$ cat config.mk
export PLATFORM = sky130hd
export DESIGN_NAME = pipeline_stall_controller
export DESIGN_NICKNAME = d
export VERILOG_FILES = /design/src/rtl/mips_pipe_pkg.sv /design/src/rtl/ins_meta_decode.sv /design/src/rtl/pipeline_stall_controller.sv
export SDC_FILE = /design/constraint.sdc
export NUM_CORES = 1
export LEC_CHECK = 0
export ABC_AREA = 0
export ABC_CLOCK_PERIOD_IN_PS = 2050
export BUFFER_PORTS_ARGS = -buffer_cell sky130_fd_sc_hd__clkbuf_2
export CORE_ASPECT_RATIO = 1.5
export CORE_UTILIZATION = 46
export DETAILED_ROUTE_END_ITERATION = 12
export PLACE_DENSITY = 0.74
export SYNTH_ARGS = -nofsm -noshare
export SYNTH_HDL_FRONTEND = slang
export SYNTH_SLANG_ARGS = --single-unit
$ cat constraint.sdc
create_clock -name clk -period 2.05 [get_ports clk]
set_input_delay 0.1025 -clock clk [delete_from_list [all_inputs] [get_ports clk]]
set_output_delay 0.1025 -clock clk [all_outputs]
set_load 0.1 [all_outputs]
$ cat src/rtl/mips_pipe_pkg.sv
// Shared definitions for the MIPS pipeline control blocks: opcodes, instruction
// field positions, controller state encoding and the per-stage metadata record.
package mips_pipe_pkg;

  localparam logic [5:0] OP_RTYPE = 6'b000000;
  localparam logic [5:0] OP_LOAD  = 6'b010100;
  localparam logic [5:0] OP_STORE = 6'b010101;
  localparam logic [5:0] OP_BEQ   = 6'b110000;

  localparam int OP_HI  = 31;
  localparam int OP_LO  = 26;
  localparam int RD_HI  = 25;
  localparam int RD_LO  = 21;
  localparam int RS1_HI = 20;
  localparam int RS1_LO = 16;
  localparam int RS2_HI = 15;
  localparam int RS2_LO = 11;

  localparam logic [1:0] ST_RUN      = 2'd0;
  localparam logic [1:0] ST_LD_STALL = 2'd1;
  localparam logic [1:0] ST_MEM_WAIT = 2'd2;
  localparam logic [1:0] ST_FLUSH    = 2'd3;

  typedef struct packed {
    logic       valid;
    logic [4:0] rd;
    logic       is_load;
    logic       is_store;
    logic       writes;
  } meta_t;

  localparam meta_t META_NONE = '0;

endpackage

$ cat src/rtl/ins_meta_decode.sv
// Combinational instruction classifier: opcode class, destination, sources and
// whether the second source field is actually read.
module ins_meta_decode
  import mips_pipe_pkg::*;
(
  input  logic [31:0] ins,
  output logic        is_load,
  output logic        is_store,
  output logic        is_branch,
  output logic        writes,
  output logic [4:0]  rd,
  output logic [4:0]  rs1,
  output logic [4:0]  rs2,
  output logic        uses_rs2
);

  logic [5:0] op;
  logic       unused_low_bits;

  assign op              = ins[OP_HI:OP_LO];
  assign rd              = ins[RD_HI:RD_LO];
  assign rs1             = ins[RS1_HI:RS1_LO];
  assign rs2             = ins[RS2_HI:RS2_LO];
  assign unused_low_bits = ^ins[RS2_LO-1:0];

  assign is_load   = (op == OP_LOAD);
  assign is_store  = (op == OP_STORE);
  assign is_branch = (op == OP_BEQ);
  // r0 is hardwired, so a write to it is treated as no write at all
  assign writes    = !is_store && !is_branch && (rd != 5'd0);
  assign uses_rs2  = (op == OP_RTYPE) || is_store;

endmodule

$ cat src/rtl/pipeline_stall_controller.sv
// Stall/flush sequencer for the 5-stage pipeline: load-use interlock, data-memory
// freeze and taken-branch squash, with a stall counter and sticky memory timeout.
module pipeline_stall_controller
  import mips_pipe_pkg::*;
#(
  parameter int MEM_TIMEOUT = 16,
  parameter int CNT_W       = 16
) (
  input  logic             clk,
  input  logic             reset,
  input  logic [31:0]      ins_id,
  input  logic             ins_valid,
  input  logic             branch_taken_ex,
  input  logic             mem_ready,
  output logic             pc_en,
  output logic             ifid_en,
  output logic             ifid_flush,
  output logic             idex_bubble,
  output logic             exmem_en,
  output logic             memwb_en,
  output logic [CNT_W-1:0] stall_cnt,
  output logic             mem_timeout
);

  localparam int WAIT_W = $clog2(MEM_TIMEOUT + 1);
  localparam logic [WAIT_W-1:0] WAIT_LAST = WAIT_W'(MEM_TIMEOUT - 1);
  localparam logic [WAIT_W-1:0] WAIT_MAX  = WAIT_W'(MEM_TIMEOUT);

  logic        d_is_load;
  logic        d_is_store;
  logic        d_is_branch;
  logic        d_writes;
  logic [4:0]  d_rd;
  logic [4:0]  d_rs1;
  logic [4:0]  d_rs2;
  logic        d_uses_rs2;
  logic        unused_branch;

  meta_t       ex_m;
  meta_t       mem_m;
  meta_t       id_meta;
  logic [1:0]  state;
  logic [1:0]  state_next;
  logic [WAIT_W-1:0] wait_cnt;

  logic        mw;
  logic        br;
  logic        lu;
  logic        src_hit;

  ins_meta_decode u_decode (
    .ins       (ins_id),
    .is_load   (d_is_load),
    .is_store  (d_is_store),
    .is_branch (d_is_branch),
    .writes    (d_writes),
    .rd        (d_rd),
    .rs1       (d_rs1),
    .rs2       (d_rs2),
    .uses_rs2  (d_uses_rs2)
  );

  assign unused_branch = d_is_branch;

  // Gating on ins_valid keeps an undriven ins_id out of the metadata path
  assign id_meta = ins_valid ? '{valid: 1'b1, rd: d_rd, is_load: d_is_load,
                                 is_store: d_is_store, writes: d_writes}
                             : META_NONE;

  assign src_hit = (ex_m.rd == d_rs1) || (d_uses_rs2 && (ex_m.rd == d_rs2));
  assign mw = mem_m.valid && (mem_m.is_load || mem_m.is_store) && !mem_ready;
  assign br = branch_taken_ex;
  assign lu = ex_m.valid && ex_m.is_load && ex_m.writes && ins_valid && src_hit;

  always_comb begin
    pc_en       = 1'b1;
    ifid_en     = 1'b1;
    ifid_flush  = 1'b0;
    idex_bubble = 1'b0;
    exmem_en    = 1'b1;
    memwb_en    = 1'b1;
    state_next  = ST_RUN;
    if (mw) begin
      pc_en      = 1'b0;
      ifid_en    = 1'b0;
      exmem_en   = 1'b0;
      memwb_en   = 1'b0;
      state_next = ST_MEM_WAIT;
    end else if (br) begin
      ifid_flush  = 1'b1;
      idex_bubble = 1'b1;
      state_next  = ST_FLUSH;
    end else if (lu) begin
      pc_en       = 1'b0;
      ifid_en     = 1'b0;
      idex_bubble = 1'b1;
      state_next  = ST_LD_STALL;
    end
    if (!reset) begin
      pc_en       = 1'b0;
      ifid_en     = 1'b0;
      ifid_flush  = 1'b1;
      idex_bubble = 1'b1;
      exmem_en    = 1'b0;
      memwb_en    = 1'b0;
    end
  end

  always_ff @(posedge clk or negedge reset) begin
    if (!reset) begin
      ex_m        <= META_NONE;
      mem_m       <= META_NONE;
      state       <= ST_RUN;
      wait_cnt    <= '0;
      mem_timeout <= 1'b0;
      stall_cnt   <= '0;
    end else begin
      state <= state_next;
      if (exmem_en) begin
        mem_m <= ex_m;
        ex_m  <= idex_bubble ? META_NONE : id_meta;
      end
      if (state_next != ST_MEM_WAIT) begin
        wait_cnt <= '0;
      end else if (state == ST_MEM_WAIT && !mem_ready && wait_cnt != WAIT_MAX) begin
        wait_cnt <= wait_cnt + 1'b1;
      end
      // Flag sets on the edge where the count lands on MEM_TIMEOUT
      if (state == ST_MEM_WAIT && !mem_ready && wait_cnt == WAIT_LAST) begin
        mem_timeout <= 1'b1;
      end
      if (!pc_en && stall_cnt != {CNT_W{1'b1}}) begin
        stall_cnt <= stall_cnt + 1'b1;
      end
    end
  end

endmodule

==> results.tsv <==
metric	value	unit
fmax	457	MHz
htree_num_levels	2	
cp_slowest_cell	dfrtp_1	
dpl.hpwl	2780	um
fin_area	2560	um2
cpMostUsedCell	buf_12	
syn_area_per_cell	10.8	um2
syn_to_final_growth	39.0	%
fin_setup_tns	-629	ps
power_leakage	1.18	nW
fp.dieH	79.6	um
critPathTopFamily	buffers and inverters	
path_max_fanout	3	
arrival	2090	ps
holdCritPathClass	input port to register	
ys_seq_elements	36	
grt_antenna_before_repair	0	
syn_area	1850	um2
multi_input_area	953	um2
holdWs	56.7	ps
core_area	3750	um2
num_vias	1524	
fin_crit_sh	107	%
grt_max_degree	37	
cts_root_buf	clkbuf_8	
cts_buffers	5	
clockBufferDepth	2	
dpl_cell_area	2310	um2
max_slew_margin	63.7	%
viasPerCell	5.42	
violations	setup timing	
min_period	2190	ps
drv_cap	0	
place_ws	-14.1	ps
drc	0	
diodes	0	
antenna_left	0	
cts_sinks	36	
critPathMaxStageDelay	400	ps
path_class	register to output pin	
ir_drop	1.25	mV
track_usage	21.4	%
drt_iter0_drc	31	
crit_buf_inv	3	
regArea	923	um2
gp_congestion	0.774	
yosysSeqAreaShare	48.8	%
pin_count	60	
critPathRequiredTime	1950	ps
tritoncts	done	
synth_edf_count	0	
grt_pass1_wl	6630	um
drive_above_1_share	45.0	%
fin_skew	10.4	ps
crit_chain	xor2_1 -> nor4_2 -> a32oi_2 -> o31ai_4 -> buf_12 -> clkinvlp_4 -> buf_12	
synth_warnings	0	
finalWorstSetupSlack	-138	ps
finalPower	2.37	mW
setup.worst_path.start_class	register	
fin_nets	278	
synth_cell_types	35	
io_buffers	48	
worstMarginPinSlew	547	ps
overflow	0	
async_flop_share	100	%
grt_pass1_vias	1496	
cp-end-kind	output pin	
power_density	926	nW/um2
drv_slew	0	
netlist_instances	171	
setup_viol	11	
drtPass1Iterations	4	
drt_wl_total	4020	um
rsz0062_at_grt	true	
die_w	53.7	um
clk_latency	290	ps
avgRoutedWirePerCell	14.3	um
fillers	290	
die_area	4270	um2
start_util	49.2	%
hold_viol	0	
clkTransAtPathRegs	70	ps
rows	27	
status	finished, violations left	
synth_nets	212	
ys.flop_type	dfrtp_1	
==> sequential cells by signal (all words and copies together), names as in the netlist <==
| register | flops |
|---|---|
| state | 2 |
| mem_timeout | 1 |
| mem_m | 3 |
| wait_cnt | 5 |
| ex_m | 9 |
| stall_cnt | 16 |
==> report_power, final <==
group	internal (mW)	switching [mW]	leakage [nW]
Combinational	0.223	0.702	0.671
Clock	0.307	0.244	0.0515
Sequential	0.812	0.0863	0.462
==> timing repair <==
item                                    in CTS  in global routing
hold buffers                                 2                  0
setup buffers                                4                  0
pin swaps                                    7                  7
endpoints found under the hold margin       36                  0
resized for setup                            7                  6
endpoints found under the setup margin       4                 18
cloned                                       1                  0
==> synthesized netlist by cell type (all sizes together) (4+ instances only) <==
cell type,n,share of area [%]
nand3,9,2.4
dfrtp,36,49
inv,6,1.2
and3,5,1.7
nor2,17,3.5
buf,4,2.0
xor2,12,5.7
xnor2,16,7.6
ha,4,2.7
a22o,5,2.4
mux2,4,2.4
nand2,16,3.4
nand4,10,3.4
==> path summary, 6_finish.rpt <==
check	startpoint	end	slack, ps	depth (start not counted)
worst max-delay path	ex_m[7]$_DFFE_PN0P_	pc_en	-140	7
worst min-delay path	ins_id[22]	ex_m[4]$_DFFE_PN0P_	60	2
worst max register to register	ex_m[7]$_DFFE_PN0P_	stall_cnt[12]$_DFFE_PN0P_	-60	8
worst min register to register	mem_timeout$_DFFE_PN0P_	mem_timeout$_DFFE_PN0P_	480	1
max in group asynchronous	reset	stall_cnt[1]$_DFFE_PN0P_	1370	4
min in group asynchronous	reset	stall_cnt[12]$_DFFE_PN0P_	480	4
==> cells in the final DEF, fill, tap and decap left out, drive strengths merged, types with 2 or more instances in the layout <==
master    netlist  layout
clkbuf          1      51
dfrtp          36      36
buf             4      19
nor2           17      17
xnor2          16      16
nand2          16      16
xor2           12      12
nand4          10      10
nand3           9       9
and3            5       5
a22o            5       5
inv             6       4
mux2            4       4
ha              4       4
nor3b           3       3
a32o            3       3
nor3            3       3
nor4            2       2
clkinvlp        0       2
nand2b          2       2
==> worst register-to-register path: stages (launching register included) <==
cell,delay [ps]
dfrtp_1,400
xor2_1,170
nor4_2,350
a32oi_2,200
o31ai_4,230
buf_12,150
bufbuf_16,260
nand4_1,100
xnor2_1,150
==> routing by layer <==
metal / up-vias / wire [um] / GRT usage (%)
met5: - / 0 / 0
met4: 0 / 67 / 8.68
met3: 6 / 196 / 5.33
met2: 54 / 2050 / 35.3
met1: 730 / 1710 / 25.7
li1: 734 / - / -
==> cell families after synthesis <==
family / share of synthesized area, %
compound gates: 8.88
buf+inv: 3.46
flops: 48.8
fa+ha+maj: 2.71
mux: 2.98
simple gates: 19.9
xor+xnor: 13.3
==> cell type report <==
class                      instances  area share (%)
sequential                        36            36.0
tap                               43            2.10
inverter                           6            1.17
timing repair buffer              64            19.7
multi-input combinational        124            37.2
clock buffer                       8            3.90
==> metrics by stage <==
stage / utilization, % / cells
after floorplan: - / 171
after global placement: 61.6 / 266
after detailed placement: 61.6 / 266
after CTS: 67.6 / 281
after global routing: 68.4 / 281
final: 68.4 / 281
Note: power is estimated with default switching activity, not from simulation.
